<file path="src/rtl/memwb.sv">
// Memory/writeback stage: ALU results retire in one cycle, loads and stores hold a request on the bus.
// Optional feature: define MEMWB_BUS_TIMEOUT_EN to abort unacknowledged bus accesses after 255 cycles.

`ifndef RW
`define RW 16
`endif
`ifndef REGNO
`define REGNO 8
`endif

module memwb (
    input  logic              i_clk,
    input  logic              i_rst,
    input  logic              i_submit,
    output logic              o_ready,
    input  logic [`RW-1:0]    i_data,
    input  logic [`RW-1:0]    i_addr,
    input  logic [`REGNO-1:0] i_reg_ie,
    input  logic              i_mem_access,
    input  logic              i_mem_we,
    output logic              o_mem_req,
    output logic              o_mem_we,
    output logic [`RW-1:0]    o_mem_addr,
    output logic [`RW-1:0]    o_mem_data,
    input  logic              i_mem_ack,
    input  logic [`RW-1:0]    i_mem_data,
    output logic [`REGNO-1:0] o_reg_ie,
    output logic [`RW-1:0]    o_reg_data,
    output logic              o_bus_err
);

    typedef enum logic [0:0] {
        IDLE = 1'b0,
        BUS  = 1'b1
    } state_t;

    state_t            state_r;
    logic [`REGNO-1:0] load_reg_ie_r;
    logic              accept_s;
    logic              accept_mem_s;
    logic              accept_alu_s;
    logic              ack_s;
    logic              timeout_s;

    assign o_ready      = (state_r == IDLE);
    assign accept_s     = i_submit & o_ready;
    assign accept_mem_s = accept_s & i_mem_access;
    assign accept_alu_s = accept_s & ~i_mem_access;
    // An ack only counts while a request is actually outstanding.
    assign ack_s        = (state_r == BUS) & o_mem_req & i_mem_ack;

`ifdef MEMWB_BUS_TIMEOUT_EN
    localparam logic [7:0] TIMEOUT_LAST = 8'd254;

    logic [7:0] bus_cnt_r;

    // The 255th unacknowledged BUS cycle ends the access.
    assign timeout_s = (state_r == BUS) & ~ack_s & (bus_cnt_r == TIMEOUT_LAST);

    // Cycles spent waiting in BUS, restarted for each new access.
    always_ff @(posedge i_clk) begin
        if (i_rst) begin
            bus_cnt_r <= 8'd0;
        end else if (accept_mem_s) begin
            bus_cnt_r <= 8'd0;
        end else if ((state_r == BUS) && !ack_s && !timeout_s) begin
            bus_cnt_r <= bus_cnt_r + 8'd1;
        end else begin
            bus_cnt_r <= bus_cnt_r;
        end
    end

    // Sticky timeout flag, cleared only by reset.
    always_ff @(posedge i_clk) begin
        if (i_rst) begin
            o_bus_err <= 1'b0;
        end else if (timeout_s) begin
            o_bus_err <= 1'b1;
        end else begin
            o_bus_err <= o_bus_err;
        end
    end
`else
    assign timeout_s = 1'b0;
    assign o_bus_err = 1'b0;
`endif

    // Control FSM with its registered request and writeback-enable outputs.
    always_ff @(posedge i_clk) begin
        if (i_rst) begin
            state_r       <= IDLE;
            o_mem_req     <= 1'b0;
            o_mem_we      <= 1'b0;
            o_reg_ie      <= {`REGNO{1'b0}};
            load_reg_ie_r <= {`REGNO{1'b0}};
        end else begin
            case (state_r)
                IDLE: begin
                    if (accept_mem_s) begin
                        state_r       <= BUS;
                        o_mem_req     <= 1'b1;
                        o_mem_we      <= i_mem_we;
                        o_reg_ie      <= {`REGNO{1'b0}};
                        load_reg_ie_r <= i_reg_ie;
                    end else if (accept_alu_s) begin
                        state_r       <= IDLE;
                        o_mem_req     <= 1'b0;
                        o_mem_we      <= 1'b0;
                        o_reg_ie      <= i_reg_ie;
                        load_reg_ie_r <= load_reg_ie_r;
                    end else begin
                        state_r       <= IDLE;
                        o_mem_req     <= 1'b0;
                        o_mem_we      <= 1'b0;
                        o_reg_ie      <= {`REGNO{1'b0}};
                        load_reg_ie_r <= load_reg_ie_r;
                    end
                end
                BUS: begin
                    if (ack_s) begin
                        state_r       <= IDLE;
                        o_mem_req     <= 1'b0;
                        o_mem_we      <= 1'b0;
                        // Stores retire without touching the register file.
                        o_reg_ie      <= o_mem_we ? {`REGNO{1'b0}} : load_reg_ie_r;
                        load_reg_ie_r <= load_reg_ie_r;
                    end else if (timeout_s) begin
                        state_r       <= IDLE;
                        o_mem_req     <= 1'b0;
                        o_mem_we      <= 1'b0;
                        o_reg_ie      <= {`REGNO{1'b0}};
                        load_reg_ie_r <= load_reg_ie_r;
                    end else begin
                        state_r       <= BUS;
                        o_mem_req     <= o_mem_req;
                        o_mem_we      <= o_mem_we;
                        o_reg_ie      <= {`REGNO{1'b0}};
                        load_reg_ie_r <= load_reg_ie_r;
                    end
                end
                default: begin
                    state_r       <= IDLE;
                    o_mem_req     <= 1'b0;
                    o_mem_we      <= 1'b0;
                    o_reg_ie      <= {`REGNO{1'b0}};
                    load_reg_ie_r <= {`REGNO{1'b0}};
                end
            endcase
        end
    end

    // Unreset datapath: bus address/data captured on acceptance, writeback data per retirement.
    always_ff @(posedge i_clk) begin
        if (accept_mem_s) begin
            o_mem_addr <= i_addr;
            o_mem_data <= i_data;
        end else begin
            o_mem_addr <= o_mem_addr;
            o_mem_data <= o_mem_data;
        end

        if (accept_alu_s) begin
            o_reg_data <= i_data;
        end else if (ack_s) begin
            o_reg_data <= i_mem_data;
        end else begin
            o_reg_data <= o_reg_data;
        end
    end

endmodule

</file>
<file path="config.mk">
export PLATFORM = sky130hd
export DESIGN_NAME = memwb
export DESIGN_NICKNAME = d
export VERILOG_FILES = /design/src/rtl/memwb.sv
export SDC_FILE = /design/constraint.sdc
export NUM_CORES = 1
export LEC_CHECK = 0
export ABC_AREA = 1
export ABC_CLOCK_PERIOD_IN_PS = 5700
export CORE_ASPECT_RATIO = 1.25
export CORE_MARGIN = 3
export CORE_UTILIZATION = 43
export DETAILED_ROUTE_END_ITERATION = 8
export PLACE_DENSITY = 0.84
export SLEW_MARGIN = 20
export SYNTH_ARGS = -nofsm -noshare
export SYNTH_HDL_FRONTEND = slang
export SYNTH_SLANG_ARGS = --single-unit
</file>
<file path="constraint.sdc">
create_clock -name i_clk -period 5.7 [get_ports i_clk]
set_input_delay 0.855 -clock i_clk [delete_from_list [all_inputs] [get_ports i_clk]]
set_output_delay 0.855 -clock i_clk [all_outputs]
set_load 0.02 [all_outputs]
</file>
-- Word-level counts from Yosys, hierarchy flattened
Cells that the tools add are included.
- eq/ne operators: 2
- multiplexer cells: 16
- bitwise logic cells: 7
- reduce and logical (&&, ||, !) cells: 2
- operators by type and width (operator ; number):
    two-way mux 8 bit ; 6
    two-way mux 16 bit ; 2
    one-hot mux 8 bit (2 select lines) ; 1
    one-hot mux 1 bit (2 select lines) ; 3
    AND 1 bit ; 5
    two-way mux 1 bit ; 4
    != test 2 x 1 -> 1 bit, second input constant ; 2
    inverter 1 bit ; 2
    AND reduction 2 bit ; 1
    nonzero test 2 bit ; 1
- bits in registers: 67
- output and inout bits: 60

-- Depth between registers and ports, before layout
- word-level depth: 6
- mapped depth: 5
- depth with buffers taken out: 5

-- Least setup slack after synthesis
OpenSTA, ideal clock, no wires.
- path kind: input -> register
- from: in i_mem_ack
- to: reg o_reg_data[0], enable pin
- data arrival time: 2195 ps
- required time: 5289 ps
- setup slack: 3094 ps
- stages: 2
- path buffers: 0
- cell sequence: nand2_1 o21ai_0
- longest elaborated chain between the ends: 2
- ends and longest elaborated chain (element ; RTL line ; source):
    from (decl) ; 25 ; input logic i_mem_ack,
    AND 1 bit ; 50 ; assign ack_s = (state_r == BUS) & o_mem_req & i_mem_ack;
    nonzero test 2 bit (no line) ; n/a ;
    to (signal assigned) ; 163 ; o_reg_data <= i_data;
    to (signal assigned) ; 165 ; o_reg_data <= i_mem_data;
    to (signal assigned) ; 167 ; o_reg_data <= o_reg_data;
    to (decl) ; 28 ; output logic [`RW-1:0] o_reg_data,
Every way passes these cells.
A chain may end at the register's enable or synchronous reset.

-- Worst setup path after layout
- from: reg state_r
- to: out o_ready
- longest elaborated chain between the ends: 1
- ends and longest elaborated chain (element ; RTL line ; source):
    from (decl) ; 37 ; state_t state_r;
    from (signal assigned) ; 91 ; state_r <= IDLE;
    from (signal assigned) ; 100 ; state_r <= BUS;
    from (signal assigned) ; 106 ; state_r <= IDLE;
    inverter 1 bit ; n/a ;
    to (decl) ; 15 ; output logic o_ready,
Every way passes these cells.

==> flow_summary.ini <==
[outcome]
status = finished clean

[placed_design]
dp_slack_ns = 2.895
io_buffers = 120
hpwlAfterDp_um = 4624
gp_congestion = 0.8127

[drt]
drc = 0
firstDrtPassIters = 4
wl_met3_um = 428
wl_um = 6410
drt_iter0_markers = 159
vias = 1988
top_layer = met4
met1_length_um = 2149
drt-wirelength-per-cell_um = 15.79
viasPerCell = 4.897
ant_nets = 0
wl_met2_um = 3715

[sta]
max_slew_margin_pct = 65.64
rsz0062_at_grt = no
holdWs_ns = 0.5203
finalHoldViolations = 0
fin_ws_ns = 3.211
period_needed_ns = 2.489
tightest_slew_ns = 0.5138
fin_crit_sh_pct = 43.67
drv_slew = 0
tns_ns = 0
fmax_ghz = 0.4017
clock_skew_ns = 0.007566
finalSetupViolCount = 0

[critical_path]
critPathKind = flop to output pin
cp-end-kind = output pin
cp_slowest_stage_delay_ns = 0.68
startpoint_type = flop
slowest_stage = clkdlybuf4s50_1
r2r-start = state_r
path_cells = inv_2 > clkdlybuf4s50_1
crit_arrival_ns = 1.63
crit_fanout = 14
crit_start = state_r
worstPathRequired_ns = 4.85

[global_route]
grt.total_usage_pct = 19.95
grt_first_pass_wirelength_um = 9804
grt_overflow = 0
grt_start_max_net_pins = 34
grt_pass1_vias = 1944
antenna_found_initial = 0

[logic_synthesis]
synth_top_cell_by_area = edfxtp_1
synth.cell_area_um2 = 2499
synth_commonest_cells = 48 x edfxtp_1, 42 x nand2_1, 26 x inv_1, 24 x nor2_1, 19 x dfxtp_1
synth_edf_count = 48
synth_compound_area_share_pct = 5.909
synth_seq_cells = 67
ys.flop_type = edfxtp_1
synthAdderAreaFrac_pct = 0
synthArstFlopShare_pct = 0
yosysTopAreaCellShare_pct = 57.69
synth_area_leaders = edfxtp_1 58%, dfxtp_1 15%, nand2_1 6.3%
synth-simple-area-share_pct = 14.42
syn_nets = 275
netlist_instances = 213
syn_avg_cell_area_um2 = 11.73
yosys_warnings = 0
synth.distinct_cells = 19
yosys-mux-area-fraction_pct = 0
yosysSeqAreaShare_pct = 72.91
synth_xor_area_share_pct = 0
yosysMostFrequentCell = edfxtp_1
synth_top_family_by_area = simple AND/OR/NAND/NOR gates

[finish]
drive_gt1_share_pct = 6.725
area_growth_pct = 58.09
fillers = 384
layout.nets = 399
postLayoutCoreUtil_pct = 71.59
diodes = 0

[pwr]
vdd_drop_max_uv = 161.1
p_leak_nw = 1.540
p_per_area_nw_per_um2 = 287.5

[clock_tree]
cts_tree = built
cts-root-buf = clkbuf_8
clk_pin_slew_worst_paths_ns = 0.07
ctsHtreeMaxLevel = 3
clockBufferDepth = 2
ctsHoldBuffers = 0
post_cts_buffers = 0
cts_made_buffers = 9
insertion_delay_ns = 0.34
clock-sinks = 67
cts-resized-gates = 0

[floorplan]
die_w_um = 74.18
core_um2 = 5518
fp-row-count = 30
start_util_pct = 45.28
fp.dieH_um = 91.23
io_pins = 122
die-area_um2 = 6767

[job]
cap_violations = 0

[worst_hold_path]
worstHoldStart = o_mem_req
min_path_type = flop to flop
## layer usage
| metal | vias to the layer above | global-route usage, % |
|---|---|---|
| met5 | - | 0 |
| met2 | 89 | 37.94 |
| met1 | 934 | 19.24 |
| li1 | 955 | - |
| met4 | 0 | 8.610 |
| met3 | 10 | 4.983 |
## critical path, delay by kind of cell (launching register included)
family,cells,cell delay [ns]
flops,1,0.34
buf+inv,2,0.95
## cells by family (layout without fill, tap and decap cells)
kind of cell / count (synthesis) / count (layout)
AO/OA/AOI/OAI: 28 / 28
flip-flops: 67 / 67
buffers and inverters: 37 / 166
AND/OR/NAND/NOR: 80 / 80
other: 1 / 1
## cells in the final DEF, fill, tap and decap left out, types with 2 or more instances in the layout
cell,netlist,routed
a21oi_1,9,9
o21ai_1,5,6
inv_1,26,26
dfxtp_1,19,19
nand3_4,2,2
nand2_1,42,42
edfxtp_1,48,48
clkinvlp_4,0,2
clkdlybuf4s50_1,0,120
clkbuf_8,0,9
nor2_1,24,24
nand3_1,2,2
bufinv_16,0,2
clkinv_1,0,2
nand4_1,9,9
o21ai_0,12,11
inv_2,2,2
a21oi_2,2,2
buf_4,2,2
## per-stage QoR
step	power (mW)	cell area (µm²)	cells
3_3_place_gp	0.7174	3735	390
3_5_place_dp	0.7225	3735	390
4_1_cts	1.147	3950	406
2_1_floorplan	0.6339	2499	213
6_report	1.136	3950	406
5_1_grt	1.182	3950	406
## power breakdown
| group | total, mW | internal, mW | switching (mW) |
|---|---|---|---|
| Clock | 0.424 | 0.245 | 0.179 |
| Sequential | 0.556 | 0.549 | 0.00703 |
| Combinational | 0.155 | 0.0788 | 0.0765 |
| Total | 1.14 | 0.873 | 0.263 |
## state kept, by name (all words and copies together) (netlist names)
signal,count
o_mem_addr,16
o_mem_data,16
o_reg_data,16
load_reg_ie_r,8
o_reg_ie,8
o_mem_req,1
o_mem_we,1
state_r,1
## final timing paths
check,endpoint,slack [ns],depth (start not counted)
worst min register to register,o_mem_req,0.52,2
worst max-delay path,o_ready,3.21,2
worst max register to register,o_mem_addr[12],3.96,4
worst min-delay path,o_mem_req,0.52,2
## layout make-up
cell class	count	area (µm²)	area share, %
multi-input combinational	109	511.7	12.96
timing repair buffer	122	1216	30.79
clock inverter	7	91.34	2.312
clock buffer	9	123.9	3.136
tap	64	80.08	2.027
sequential	67	1822	46.12
inverter	28	105.1	2.661
Note: power is estimated with default switching activity, not from simulation.
